## config.mk

```make
export PLATFORM = sky130hd
export DESIGN_NAME = pixel_stream_tx_flat
export DESIGN_NICKNAME = d
export VERILOG_FILES = /design/src/rtl/pixel_stream_pkg.sv /design/src/rtl/pixel_stream_tx_if.sv /design/src/rtl/pixel_fifo.sv /design/src/rtl/pixel_stream_tx.sv /design/src/flat_wrapper.sv
export SDC_FILE = /design/constraint.sdc
export NUM_CORES = 1
export LEC_CHECK = 0
export CAP_MARGIN = 20
export CORE_ASPECT_RATIO = 0.9
export CORE_MARGIN = 8
export CORE_UTILIZATION = 50
export DETAILED_ROUTE_END_ITERATION = 12
export DONT_BUFFER_PORTS = 1
export GPL_ROUTABILITY_DRIVEN = 1
export GPL_TIMING_DRIVEN = 1
export PLACE_DENSITY = 0.74
export SYNTH_ARGS = -nofsm -noshare
export SYNTH_HDL_FRONTEND = slang
export SYNTH_SLANG_ARGS = --single-unit
```

## constraint.sdc

```tcl
create_clock -name clk -period 5.3 [get_ports clk]
set_input_delay 0.53 -clock clk [delete_from_list [all_inputs] [get_ports clk]]
set_output_delay 0.53 -clock clk [all_outputs]
set_load 0.01 [all_outputs]
```

## src/rtl/pixel_stream_pkg.sv

```systemverilog
`default_nettype none
// ============================================================================
//  Module   : pixel_stream_pkg
//  Brief    : Raster timing defaults, FSM encoding and FIFO sizing.
//  Revision : 1.0
// ============================================================================
package pixel_stream_pkg;

    localparam int c_h_active_def = 640;
    localparam int c_h_total_def  = 800;
    localparam int c_v_active_def = 480;
    localparam int c_v_total_def  = 525;

    localparam int c_cnt_w      = 13;
    localparam int c_pixel_w    = 24;
    localparam int c_fifo_depth = 4;
    localparam int c_fifo_cnt_w = $clog2(c_fifo_depth + 1);

    typedef logic [1:0] state_t;
    localparam state_t c_st_idle   = 2'd0;
    localparam state_t c_st_active = 2'd1;
    localparam state_t c_st_hblank = 2'd2;
    localparam state_t c_st_vblank = 2'd3;

endpackage
`default_nettype wire

```

## src/rtl/pixel_stream_tx_if.sv

```systemverilog
`default_nettype none
// ============================================================================
//  Module   : pixel_stream_tx_if
//  Brief    : Upstream valid/ready pixel stream into the transmitter.
//  Revision : 1.0
// ============================================================================
interface pixel_stream_tx_if;
    import pixel_stream_pkg::*;

    logic [c_pixel_w-1:0] in_pixel;
    logic                 in_valid;
    logic                 in_ready;

    modport master (output in_pixel, output in_valid, input  in_ready);
    modport slave  (input  in_pixel, input  in_valid, output in_ready);

endinterface
`default_nettype wire

```

## src/rtl/pixel_fifo.sv

```systemverilog
`default_nettype none
// ============================================================================
//  Module   : pixel_fifo
//  Brief    : Small synchronous FIFO with occupancy count, head always visible.
//  Revision : 1.0
// ============================================================================
module pixel_fifo #(
    parameter int DEPTH = 4,
    parameter int WIDTH = 24,
    parameter int CNT_W = $clog2(DEPTH + 1)
) (
    input  wire              clk,
    input  wire              rst_n,
    input  wire              wr_en,
    input  wire  [WIDTH-1:0] wr_data,
    input  wire              rd_en,
    output logic [WIDTH-1:0] rd_data,
    output logic [CNT_W-1:0] count,
    output logic             full,
    output logic             empty
);

    localparam int c_ptr_w = (DEPTH > 1) ? $clog2(DEPTH) : 1;
    localparam logic [c_ptr_w-1:0] c_ptr_last = c_ptr_w'(DEPTH - 1);

    logic [WIDTH-1:0]   r_mem [DEPTH];
    logic [c_ptr_w-1:0] r_wr_ptr;
    logic [c_ptr_w-1:0] r_rd_ptr;
    logic [CNT_W-1:0]   r_count;
    logic               w_wr;
    logic               w_rd;

    assign full    = (r_count == CNT_W'(DEPTH));
    assign empty   = (r_count == '0);
    assign count   = r_count;
    assign rd_data = r_mem[r_rd_ptr];
    assign w_wr    = wr_en && !full;
    assign w_rd    = rd_en && !empty;

    always_ff @(posedge clk or negedge rst_n) begin
        if (!rst_n) begin
            r_wr_ptr <= '0;
            r_rd_ptr <= '0;
            r_count  <= '0;
        end else begin
            if (w_wr) r_wr_ptr <= (r_wr_ptr == c_ptr_last) ? '0 : r_wr_ptr + 1'b1;
            if (w_rd) r_rd_ptr <= (r_rd_ptr == c_ptr_last) ? '0 : r_rd_ptr + 1'b1;
            if (w_wr && !w_rd)      r_count <= r_count + 1'b1;
            else if (!w_wr && w_rd) r_count <= r_count - 1'b1;
        end
    end

    always_ff @(posedge clk) begin
        if (w_wr) r_mem[r_wr_ptr] <= wr_data;
    end

endmodule
`default_nettype wire

```

## src/rtl/pixel_stream_tx.sv

```systemverilog
`default_nettype none
// ============================================================================
//  Module   : pixel_stream_tx
//  Brief    : Raster timing generator draining a pixel FIFO onto r/g/b.
//  Revision : 1.0
// ============================================================================
module pixel_stream_tx
    import pixel_stream_pkg::*;
#(
    parameter int H_ACTIVE = c_h_active_def,
    parameter int H_TOTAL  = c_h_total_def,
    parameter int V_ACTIVE = c_v_active_def,
    parameter int V_TOTAL  = c_v_total_def
) (
    input  wire                clk,
    input  wire                rst_n,
    input  wire                start,
    pixel_stream_tx_if.slave   px,
    output logic [7:0]         r,
    output logic [7:0]         g,
    output logic [7:0]         b,
    output logic [c_cnt_w-1:0] col,
    output logic [c_cnt_w-1:0] x_count,
    output logic [c_cnt_w-1:0] row,
    output logic               active,
    output logic               frame_start,
    output logic [7:0]         underflow_cnt
);

    localparam logic [c_cnt_w-1:0] c_h_act_last = c_cnt_w'(H_ACTIVE - 1);
    localparam logic [c_cnt_w-1:0] c_h_tot_last = c_cnt_w'(H_TOTAL - 1);
    localparam logic [c_cnt_w-1:0] c_v_act_last = c_cnt_w'(V_ACTIVE - 1);
    localparam logic [c_cnt_w-1:0] c_v_tot_last = c_cnt_w'(V_TOTAL - 1);

    state_t                  r_state;
    state_t                  w_next_state;
    logic [c_cnt_w-1:0]      r_x_count, r_row, r_col;
    logic [c_cnt_w-1:0]      w_x_next, w_row_next, w_col_next;
    logic [c_pixel_w-1:0]    r_pixel;
    logic [7:0]              r_uf;
    logic                    r_ready_en;
    logic                    w_line_end, w_push, w_pop, w_starve, w_refill_ok;
    logic [c_pixel_w-1:0]    w_fifo_rd_data;
    logic [c_fifo_cnt_w-1:0] w_fifo_count;
    logic                    w_fifo_full, w_fifo_empty;

    pixel_fifo #(
        .DEPTH (c_fifo_depth),
        .WIDTH (c_pixel_w),
        .CNT_W (c_fifo_cnt_w)
    ) u_fifo (
        .clk     (clk),
        .rst_n   (rst_n),
        .wr_en   (w_push),
        .wr_data (px.in_pixel),
        .rd_en   (w_pop),
        .rd_data (w_fifo_rd_data),
        .count   (w_fifo_count),
        .full    (w_fifo_full),
        .empty   (w_fifo_empty)
    );

    // in_ready stays low until the first clock after reset release.
    assign px.in_ready = r_ready_en && !w_fifo_full;
    assign w_push      = px.in_valid && px.in_ready;
    assign w_line_end  = (r_x_count == c_h_tot_last);
    assign w_refill_ok = start && (w_fifo_count == c_fifo_cnt_w'(c_fifo_depth));

    always_ff @(posedge clk or negedge rst_n) begin
        if (!rst_n) r_state <= c_st_idle;
        else        r_state <= w_next_state;
    end

    always_comb begin
        w_next_state = r_state;
        case (r_state)
            c_st_idle:   if (w_refill_ok) w_next_state = c_st_active;
            c_st_active: if (r_x_count == c_h_act_last) w_next_state = c_st_hblank;
            c_st_hblank: if (w_line_end)
                             w_next_state = (r_row == c_v_act_last) ? c_st_vblank : c_st_active;
            c_st_vblank: if (w_line_end && (r_row == c_v_tot_last))
                             w_next_state = w_refill_ok ? c_st_active : c_st_idle;
            default:     w_next_state = c_st_idle;
        endcase
    end

    always_comb begin
        active      = (r_state == c_st_active);
        frame_start = active && (r_row == '0) && (r_x_count == '0);
    end

    // The pixel is popped on the edge that enters the active cycle, so the
    // registered r/g/b line up with x_count/col of that cycle.
    assign w_pop    = (w_next_state == c_st_active) && !w_fifo_empty;
    assign w_starve = (w_next_state == c_st_active) && w_fifo_empty;

    always_comb begin
        w_x_next   = '0;
        w_row_next = '0;
        if ((r_state != c_st_idle) && (w_next_state != c_st_idle)) begin
            w_x_next   = w_line_end ? '0 : r_x_count + 1'b1;
            w_row_next = r_row;
            if (w_line_end) w_row_next = (r_row == c_v_tot_last) ? '0 : r_row + 1'b1;
        end
        if (w_next_state == c_st_active)    w_col_next = w_x_next;
        else if (w_next_state == c_st_idle) w_col_next = '0;
        else                                w_col_next = c_h_act_last;
    end

    always_ff @(posedge clk or negedge rst_n) begin
        if (!rst_n) begin
            r_x_count  <= '0;
            r_row      <= '0;
            r_col      <= '0;
            r_pixel    <= '0;
            r_uf       <= '0;
            r_ready_en <= 1'b0;
        end else begin
            r_x_count  <= w_x_next;
            r_row      <= w_row_next;
            r_col      <= w_col_next;
            r_pixel    <= w_pop ? w_fifo_rd_data : '0;
            r_ready_en <= 1'b1;
            if (w_starve && (r_uf != 8'hFF)) r_uf <= r_uf + 8'd1;
        end
    end

    assign r             = r_pixel[23:16];
    assign g             = r_pixel[15:8];
    assign b             = r_pixel[7:0];
    assign col           = r_col;
    assign x_count       = r_x_count;
    assign row           = r_row;
    assign underflow_cnt = r_uf;

endmodule
`default_nettype wire

```

## src/flat_wrapper.sv

```systemverilog
// flat-port wrapper written by rule: the top's interface ports become plain ports
module pixel_stream_tx_flat import pixel_stream_pkg::*;
#(
    parameter int H_ACTIVE = c_h_active_def,
    parameter int H_TOTAL  = c_h_total_def,
    parameter int V_ACTIVE = c_v_active_def,
    parameter int V_TOTAL  = c_v_total_def
)
  (clk, rst_n, start, r, g, b, col, x_count, row, active, frame_start, underflow_cnt, px_in_pixel, px_in_valid, px_in_ready);
  pixel_stream_tx_if px_i ();
  input  wire clk;
  input  wire rst_n;
  input  wire start;
  output logic [7:0] r;
  output logic [7:0] g;
  output logic [7:0] b;
  output logic [c_cnt_w-1:0] col;
  output logic [c_cnt_w-1:0] x_count;
  output logic [c_cnt_w-1:0] row;
  output logic active;
  output logic frame_start;
  output logic [7:0] underflow_cnt;
  input wire logic [$bits(px_i.in_pixel)-1:0] px_in_pixel;
  input wire logic [$bits(px_i.in_valid)-1:0] px_in_valid;
  output wire logic [$bits(px_i.in_ready)-1:0] px_in_ready;
  assign px_i.in_pixel = px_in_pixel;
  assign px_i.in_valid = px_in_valid;
  assign px_in_ready = px_i.in_ready;
  pixel_stream_tx #(.H_ACTIVE(H_ACTIVE), .H_TOTAL(H_TOTAL), .V_ACTIVE(V_ACTIVE), .V_TOTAL(V_TOTAL)) u_core (.clk(clk), .rst_n(rst_n), .start(start), .px(px_i), .r(r), .g(g), .b(b), .col(col), .x_count(x_count), .row(row), .active(active), .frame_start(frame_start), .underflow_cnt(underflow_cnt));
endmodule
```

==> flow_summary.toml, run 1 <==
[outcome]
outcome = "finished with violations"
violations = "negative hold slack"

[timing]
post-route-period-util_pct = 71.7
final_max_slew_viol_count = 0
whs_ps = -16.4
tightest_slew_ps = 956
setup_slack_ps = 1500
period_minus_slack_ps = 3800
skew_ps = 10.5
hold_viol = 5
maxSlewHeadroom_pct = 35.7
finalSetupTns_ps = 0
rsz0062_at_grt = "false"
fmax_mhz = 263
finalSetupViolations = 0

[detailed_routing]
drtPass1Iterations = 4
wl_per_cell_um = 20.3
viasPerCell = 5.67
vias = 3879
ant_nets = 0
wl_um = 13900
drc = 0
drtIter0Drc = 311

[synth]
dominantRegCellSynth = "edfxtp_1"
synth.area.top_cells = "edfxtp_1 (41%), dfrtp_1 (29%), mux4_2 (7.6%), nor2b_1 (2.5%), ha_1 (1.9%)"
synth_most_common_cell = "edfxtp_1"
syn_area_per_cell_um2 = 15.2
synth_top_family_by_area = "simple AND/OR/NAND/NOR gates"
synthSimpleGateAreaFrac_pct = 12.2
synth_top_area_share_pct = 40.6
synth-xor-area-share_pct = 2.59
synthAdderAreaFrac_pct = 2.22
async_flop_share_pct = 45.8
synth-edff-count = 96
synth_cell_types = 49
muxShareOfSynthArea_pct = 8.53
yosys_register_bits = 177
synthTopCellsByCount = "edfxtp_1 (96), dfrtp_1 (81), nor2_1 (31), nor2b_1 (28), mux4_2 (24)"
syn_area_um2 = 7100
yosys_warnings = 0
seq_area_frac_synth_pct = 69.1
netlist_instances = 468
synth_compound_area_share_pct = 3.38
synth.largest_area_cell = "edfxtp_1"
syn_nets = 508

[floorplan]
die_h_um = 129
dieArea_um2 = 18300
placementRows = 41
start_util_pct = 50.9
core_area_um2 = 14000
die-width_um = 142
io_pins = 102

[layout]
layout-drive-gt1-share_pct = 15.3
fill_cells = 1111
n_antenna_cell = 0
final_net_count = 518
area_delta_synth_final_pct = 12.1

[clock_tree]
cts_buffers = 17
ctsResizeCount = 0
clock_sinks = 177
clk_pin_slew_ps = 70
htreeDepth = 4
clk_root_buffer_cell = "clkbuf_16"
clock_latency_ps = 430
cts_tree = "done"
clockBufferDepth = 2

[power_and_ir_drop]
powerDensity_nw_per_um2 = 527
ir_worst_vdd_mv = 0.290
leakage_uw = 0.00304
power_uw = 4190

[global_route]
grt_pass1_wl_um = 21900
antenna_found_initial = 0
grt_max_degree = 82
grt-ovfl-total = 0
track_usage_pct = 15.9
first_global_vias = 3962

[place]
place_congestion = 0.852
dp_hpwl_um = 9000
post-place-ws_ps = 1480
io_buffers = 0

[critical_path]
critical_path.top_delay_family = "simple AND/OR/NAND/NOR gates"
path_class = "flip-flop to flip-flop"
critPathCaptureType = "flip-flop"
cp.arrival_ps = 4110
cp-start-kind = "flip-flop"
max_stage_delay_ps = 630
crit_path_cell_trace = "or4_1 > nor3_1 > a211oi_1 > nor4b_4 > o31ai_4 > buf_4 > ha_1 > inv_1 > fa_1 > mux2_2"
worst_path_max_delay_cell = "nor4b_4"
worstPathBufferInverterCount = 2
crit_path_max_fanout = 27
crit_required_ps = 5610

[job]
cap_violations = 0

[min_path]
holdCritPathClass = "input pin to asynchronous set/reset pin"
[where the power goes]
| group | switching (uW) | internal (uW) | leakage, uW |
|---|---|---|---|
| sequential | 342 | 1730 | 0.00192 |
| clock | 564 | 637 | 0.000283 |
| combinational | 470 | 455 | 0.000842 |
[state kept, by name, summed over array words and instances, names as in the netlist]
register and cells:
u_core.x_count 13, u_core.u_fifo.r_rd_ptr 2, u_core.r_ready_en 1, u_core.col 13, u_core.row 13, u_core.u_fifo.r_wr_ptr 2, u_core.underflow_cnt 8, u_core.u_fifo.count 3
u_core.r_pixel 24, u_core.r_state 2, u_core.u_fifo.r_mem 96
[cell families after synthesis]
family | Yosys count
AO/OA/AOI/OAI | 39
other | 1
adder cells (fa/ha/maj) | 12
flip-flops | 177
multiplexers | 30
AND/OR/NAND/NOR | 156
XOR/XNOR | 21
buffers and inverters | 32
[worst paths after layout]
check / start / depth (start not counted) / slack, ps / end
worst max-delay path: u_core.x_count[7] / 10 / 1500 / u_core.u_fifo.count[1]
worst min-delay path: rst_n / 1 / -20 / u_core.row[9]
worst min register to register: u_core.underflow_cnt[6] / 1 / 570 / u_core.underflow_cnt[6]
worst max register to register: u_core.x_count[7] / 10 / 1500 / u_core.u_fifo.count[1]
max in group asynchronous: rst_n / 1 / 4960 / u_core.u_fifo.r_rd_ptr[0]
min in group clk: px_in_pixel[13] / 0 / 190 / u_core.u_fifo.r_mem[1][13]
[final cells by class]
| type | count | area [um^2] | share of cell area [%] |
|---|---|---|---|
| clock inverter | 14 | 143 | 1.79 |
| tap | 193 | 241 | 3.03 |
| multi-input combinational | 259 | 2070 | 26.0 |
| inverter | 14 | 52.6 | 0.660 |
| timing repair buffer | 9 | 105 | 1.32 |
| clock buffer | 18 | 439 | 5.52 |
| sequential | 177 | 4910 | 61.7 |
[cell usage in the layout, fill, tap and decap left out, drive strengths merged, types with 2 or more instances in the layout]
master,synthesis,layout
a21oi,3,3
and2,6,6
and3,14,14
buf,7,8
clkbuf,11,19
clkinv,0,7
dfrtp,81,81
edfxtp,96,96
ha,11,11
inv,14,20
mux2,4,4
mux2i,2,2
mux4,24,24
nand2,21,21
nand2b,2,2
nand3,20,20
nand4,7,7
nor2,31,31
nor2b,28,28
nor3,8,8
nor4,6,6
nor4b,2,2
o21ai,22,22
o31ai,9,9
or4,3,3
xnor2,14,14
xor2,7,7
[metal layers]
metal	share of wire (%)	GRT usage [%]
met5	0	0
met4	1.1	5.24
met3	9.6	7.17
met2	50	25.9
met1	40	18.6
[stage by stage]
step                      cell area (um^2)  cells  utilization (%)
final                                 7960    684             57.0
after global routing                  7960    684             57.0
after CTS                             7950    683             57.0
after detailed placement              7340    650             52.6
after global placement                7320    649             52.4
after floorplan                       7100    468                -
[repair_timing]
| action | 4_1_cts | 5_1_grt |
|---|---|---|
| setup buffers | 0 | 0 |
| hold buffers | 1 | 0 |
| hold endpoints to repair | 81 | 0 |
[worst register-to-register path, stage by stage, from the launching register on]
cell	delay (ps)
dfrtp_1	490
or4_1	600
nor3_1	370
a211oi_1	190
nor4b_4	630
o31ai_4	150
buf_4	270
ha_1	240
inv_1	80
fa_1	400
mux2_2	270
Power figures use the tool's default switching activity.
==> run 2, diff against run 1 <==
--- a/config.mk
+++ b/config.mk
@@ -13,7 +13,7 @@
 export DONT_BUFFER_PORTS = 1
 export GPL_ROUTABILITY_DRIVEN = 1
 export GPL_TIMING_DRIVEN = 1
-export PLACE_DENSITY = 0.74
+export PLACE_DENSITY = 0.77
 export SYNTH_ARGS = -nofsm -noshare
 export SYNTH_HDL_FRONTEND = slang
 export SYNTH_SLANG_ARGS = --single-unit
==> constraint.sdc (replaced) <==
create_clock -name clk -period 3.1 [get_ports clk]
set_input_delay 0.31 -clock clk [delete_from_list [all_inputs] [get_ports clk]]
set_output_delay 0.31 -clock clk [all_outputs]
set_load 0.01 [all_outputs]
==> run 2 against run 1 <==
The run now ends clean. Count of clock-buffer cells in the layout increased by 1. Critical path depth decreased by 1. Clock skew decreased by 1.4 ps. Combinational power increased by 94%. Via count increased by 5.9%. Setup slack got worse by 1400 ps. First-iteration DRC count decreased by 11%. Largest cell class unchanged.
==> flow_summary.toml, run 2 (synthesized netlist as in run 1, its figures left out) <==
[outcome]
outcome = "complete, no violations"

[critical_path]
cp.arrival_ps = 3320
max_stage_delay_ps = 560
path_class = "flip-flop to flip-flop"
critical_path.top_delay_family = "simple AND/OR/NAND/NOR gates"
worstPathBufferInverterCount = 1
crit_required_ps = 3410
cp-start-kind = "flip-flop"
crit_path_max_fanout = 4
crit_path_cell_trace = "or4_4 > or3_4 > o211ai_4 > nor4b_4 > o31ai_4 > ha_4 > inv_2 > fa_1 > mux2_2"
worst_path_max_delay_cell = "or4_4"
critPathCaptureType = "flip-flop"

[timing]
hold_viol = 0
final_max_slew_viol_count = 0
post-route-period-util_pct = 97.2
fmax_mhz = 332
tightest_slew_ps = 1090
rsz0062_at_grt = "true"
finalSetupTns_ps = 0
skew_ps = 9.04
period_minus_slack_ps = 3010
maxSlewHeadroom_pct = 26.7
whs_ps = 365
finalSetupViolations = 0

[clock_tree]
cts_tree = "done"
clockBufferDepth = 2
clk_root_buffer_cell = "clkbuf_16"
htreeDepth = 4
clk_pin_slew_ps = 70
clock_sinks = 177
clock_latency_ps = 420
cts_buffers = 17

[layout]
layout-drive-gt1-share_pct = 19.4
final_common_cell = "edfxtp_1"
final_net_count = 569
largest_registers = "u_core.u_fifo.r_mem x96, u_core.r_pixel x24"
area_delta_synth_final_pct = 17.9
fill_cells = 1037
layout_common_cells = "edfxtp_1 (96), dfrtp_1 (77), buf_4 (34)"
largest_reg_flops = 96
largest-register = "u_core.u_fifo.r_mem"
n_antenna_cell = 0

[global_route]
track_usage_pct = 17.0
antenna_found_initial = 0
grt_pass1_wl_um = 23400
grt_max_degree = 82
grt-ovfl-total = 0
first_global_vias = 4342

[place]
io_buffers = 0
dp_hpwl_um = 9470
place_congestion = 0.861

[detailed_routing]
drc = 0
ant_nets = 0
drtPass1Iterations = 5
vias = 4108
wl_per_cell_um = 20.4
wl_um = 15000
viasPerCell = 5.59
drtIter0Drc = 278

[floorplan]
io_pins = 102
placementRows = 41
die-width_um = 142
dieArea_um2 = 18300
core_area_um2 = 14000
die_h_um = 129
start_util_pct = 50.9

[power_and_ir_drop]
leakage_uw = 0.00324
powerDensity_nw_per_um2 = 860
ir_worst_vdd_mv = 0.513

[job]
cap_violations = 0

[min_path]
holdCritPathClass = "input pin to flip-flop"
==> run 2: cell count changes in the layout (fill, tap and decap cells not counted), moves of 2 or more <==
cell / delta
dfrtp_1: -3
dlygate4sd3_1: +25
buf_4: +28
clkbuf_1: +2
clkinv_8: -3
dfrtp_2: +3
==> run 2: layer usage <==
metal / global-route usage [%] / share of wire, % / vias up
li1: - / - / 1852
met1: 19.3 / 38 / 2085
met2: 28.6 / 50 / 154
met3: 7.17 / 11 / 17
met4: 6.06 / 1.1 / 0
met5: 0 / 0 / -
==> run 2: report_power, final <==
group,switching [uW],leakage (uW),internal (uW)
combinational,929,0.00107,860
clock,897,0.000257,1040
sequential,522,0.00191,2950
total,2350,0.00324,4850
==> run 2: stage by stage <==
step,power (uW),utilization [%],std cells,instance area (um^2),worst slack (ps)
after CTS,7260,59.8,734,8350,91.5
after global placement,5160,54.0,676,7530,186
after global routing,7610,60.0,735,8370,-32.6
after detailed placement,5240,54.0,676,7530,113
after floorplan,4710,-,468,7130,13.6
final,7200,60.0,735,8370,86.7
==> run 2: cell type report <==
class                           count  area, um^2  area share, %
Multi-Input combinational cell    259        2100           25.0
Tap cell                          193         241           2.88
Clock buffer                       19         433           5.17
Clock inverter                     13         103           1.23
Inverter                           14        52.6          0.628
Timing Repair Buffer               60         533           6.37
Sequential cell                   177        4910           58.7
==> run 2: worst paths after layout <==
path                                    startpoint                        end  slack [ps]  cells past startpoint
worst max-delay path            u_core.x_count[12]     u_core.u_fifo.count[1]          90                      9
worst min-delay path                   px_in_valid  u_core.u_fifo.r_wr_ptr[0]         360                      3
worst max register to register  u_core.x_count[12]     u_core.u_fifo.count[1]          90                      9
worst min register to register       u_core.row[5]              u_core.row[5]         580                      1
max in group asynchronous                    rst_n  u_core.u_fifo.r_rd_ptr[0]        2290                      2
min in group asynchronous                    rst_n              u_core.row[6]         450                      2
==> run 2: worst min-delay path, cell delays in order <==
cell	delay (ps)
and2_0	250
nand2_1	110
o21ai_0	70
==> run 2: timing repair <==
item | CTS | global route
hold endpoints to repair | 177 | 0
gates resized for setup | 0 | 3
buffers inserted | 0 | 1
hold buffers | 26 | 0
endpoints found under the setup margin | 0 | 2
==> run 3, diff against run 2 <==
--- a/config.mk
+++ b/config.mk
@@ -6,14 +6,15 @@
 export NUM_CORES = 1
 export LEC_CHECK = 0
 export CAP_MARGIN = 20
+export CELL_PAD_IN_SITES_DETAIL_PLACEMENT = 1
+export CELL_PAD_IN_SITES_GLOBAL_PLACEMENT = 1
 export CORE_ASPECT_RATIO = 0.9
 export CORE_MARGIN = 8
-export CORE_UTILIZATION = 50
+export CORE_UTILIZATION = 47
 export DETAILED_ROUTE_END_ITERATION = 12
 export DONT_BUFFER_PORTS = 1
 export GPL_ROUTABILITY_DRIVEN = 1
-export GPL_TIMING_DRIVEN = 1
-export PLACE_DENSITY = 0.77
+export PLACE_DENSITY = 0.84
 export SYNTH_ARGS = -nofsm -noshare
 export SYNTH_HDL_FRONTEND = slang
 export SYNTH_SLANG_ARGS = --single-unit
==> constraint.sdc (replaced) <==
create_clock -name clk -period 2.53 [get_ports clk]
set_input_delay 0.253 -clock clk [delete_from_list [all_inputs] [get_ports clk]]
set_output_delay 0.253 -clock clk [all_outputs]
set_load 0.01 [all_outputs]
==> run 3 against run 2 <==
The run now ends with negative setup slack left. Hold slack got worse by 71 ps. Critical path depth stayed put. Global-route usage increased by 1.4 points. Critical path type unchanged.
==> flow_summary.toml, run 3 (synthesized netlist as in run 1, its figures left out) <==
[outcome]
outcome = "finished with violations"
violations = "negative setup slack"

[detailed_routing]
drc = 0
drtPass1Iterations = 4
drtIter0Drc = 215
wl_um = 17200
viasPerCell = 5.49
ant_nets = 0
vias = 4296
wl_per_cell_um = 22.0

[clock_tree]
clock_latency_ps = 430
htreeDepth = 4
clockBufferDepth = 2
clk_root_buffer_cell = "clkbuf_16"
clk_pin_slew_ps = 60
cts_tree = "done"
clock_sinks = 177
cts_buffers = 17

[layout]
fill_cells = 1385
final_common_cell = "edfxtp_1"
largest_reg_flops = 96
final_area_um2 = 8850
largest_registers = "u_core.u_fifo.r_mem x96, u_core.r_pixel x24"
area_delta_synth_final_pct = 24.6
layout-drive-gt1-share_pct = 28.6
final_net_count = 611
layout_common_cells = "edfxtp_1 (96), dfrtp_1 (77), buf_4 (71)"
largest-register = "u_core.u_fifo.r_mem"
n_antenna_cell = 0

[place]
io_buffers = 0
place_area_um2 = 7830
place_congestion = 0.848
dp_hpwl_um = 11500

[timing]
finalSetupViolations = 16
skew_ps = 13.4
fmax_mhz = 329
setup_slack_ps = -507
maxSlewHeadroom_pct = 44.3
final_max_slew_viol_count = 0
hold_viol = 0
post-route-period-util_pct = 120
finalSetupTns_ps = -2010
rsz0062_at_grt = "true"
tightest_slew_ps = 826
period_minus_slack_ps = 3040

[critical_path]
critPathCaptureType = "flip-flop"
crit_path_max_fanout = 3
max_stage_delay_ps = 560
crit_required_ps = 2830
path_class = "flip-flop to flip-flop"
worst_path_max_delay_cell = "or4_4"
cp.arrival_ps = 3340
crit_path_cell_trace = "or4_4 > or3_4 > o211ai_2 > nor4b_4 > o31ai_4 > ha_4 > inv_2 > fa_1 > mux2_2"
critical_path.top_delay_family = "simple AND/OR/NAND/NOR gates"
cp-start-kind = "flip-flop"
worstPathBufferInverterCount = 1

[global_route]
grt_max_degree = 82
grt_pass1_wl_um = 27600
grt-ovfl-total = 0
first_global_vias = 4891
antenna_found_initial = 0
track_usage_pct = 18.5

[power_and_ir_drop]
power_uw = 9410
ir_worst_vdd_mv = 0.530
powerDensity_nw_per_um2 = 1060
leakage_uw = 0.00350

[job]
cap_violations = 0

[min_path]
holdCritPathClass = "input pin to flip-flop"

[floorplan]
start_util_pct = 48.1
io_pins = 102
dieArea_um2 = 19300
placementRows = 42
die-width_um = 146
core_area_um2 = 14800
die_h_um = 133
[run 3: changes by cell type in the layout (fill, tap and decap cells not counted), moves of 3 or more]
cell     delta
buf_4      +37
nand3_1     -5
o31ai_2     +4
o31ai_1     -4
nand3_2     +3
buf_6       +3
[run 3: repair_timing]
action | CTS | global route
setup buffers | 2 | 7
gates resized for setup | 7 | 25
hold buffers | 26 | 0
gates cloned | 0 | 0
hold endpoints to repair | 177 | 0
pin swaps | 2 | 6
setup endpoints to repair | 13 | 45
[run 3: worst reg2reg max path: stages, from the launching register on]
cell and delay, ps:
dfrtp_1 390, or4_4 560, or3_4 410, o211ai_2 180, nor4b_4 320, o31ai_4 150
ha_4 180, inv_2 50, fa_1 390, mux2_2 270
[run 3: routing by layer]
layer | vias to the layer above | global-route usage [%] | share of wire, %
li1 | 1927 | - | -
met1 | 2247 | 19.6 | 38
met2 | 106 | 32.8 | 53
met3 | 16 | 7.77 | 7.6
met4 | 0 | 5.95 | 1.3
met5 | - | 0 | 0
[run 3: worst paths after layout]
path	slack [ps]	from	cells after the start	to
min in group asynchronous	410	rst_n	2	u_core.col[3]
setup reg to reg	-510	u_core.x_count[12]	9	u_core.u_fifo.count[1]
hold / removal	290	px_in_valid	3	u_core.u_fifo.r_wr_ptr[0]
max in group asynchronous	1780	rst_n	2	u_core.u_fifo.r_rd_ptr[0]
setup / recovery	-510	u_core.x_count[12]	9	u_core.u_fifo.count[1]
hold reg to reg	580	u_core.underflow_cnt[7]	1	u_core.underflow_cnt[7]
[run 3: cell type report]
class / count / area (um^2) / area share, %
Sequential cell: 177 / 4910 / 55.5
Tap cell: 198 / 248 / 2.80
Multi-Input combinational cell: 259 / 2210 / 24.9
Inverter: 14 / 52.6 / 0.594
Clock inverter: 12 / 101 / 1.15
Timing Repair Buffer: 102 / 880 / 9.94
Clock buffer: 20 / 447 / 5.05
[run 3: stage by stage]
stage	setup WS [ps]	hold slack (ps)	util, %	instances
floorplan	-556	-42.6	-	468
global placement	-382	-40.2	53.0	718
detailed placement	-448	-40.1	53.0	718
CTS	-421	279	58.9	778
global route	-606	327	59.9	782
finish	-507	294	59.9	782
[run 3: power by group]
group	switching, uW	total, uW	internal (uW)	leakage [uW]
clock	1150	2460	1310	0.000263
combinational	1460	2840	1370	0.00133
sequential	490	4110	3620	0.00191
total	3110	9410	6300	0.00350
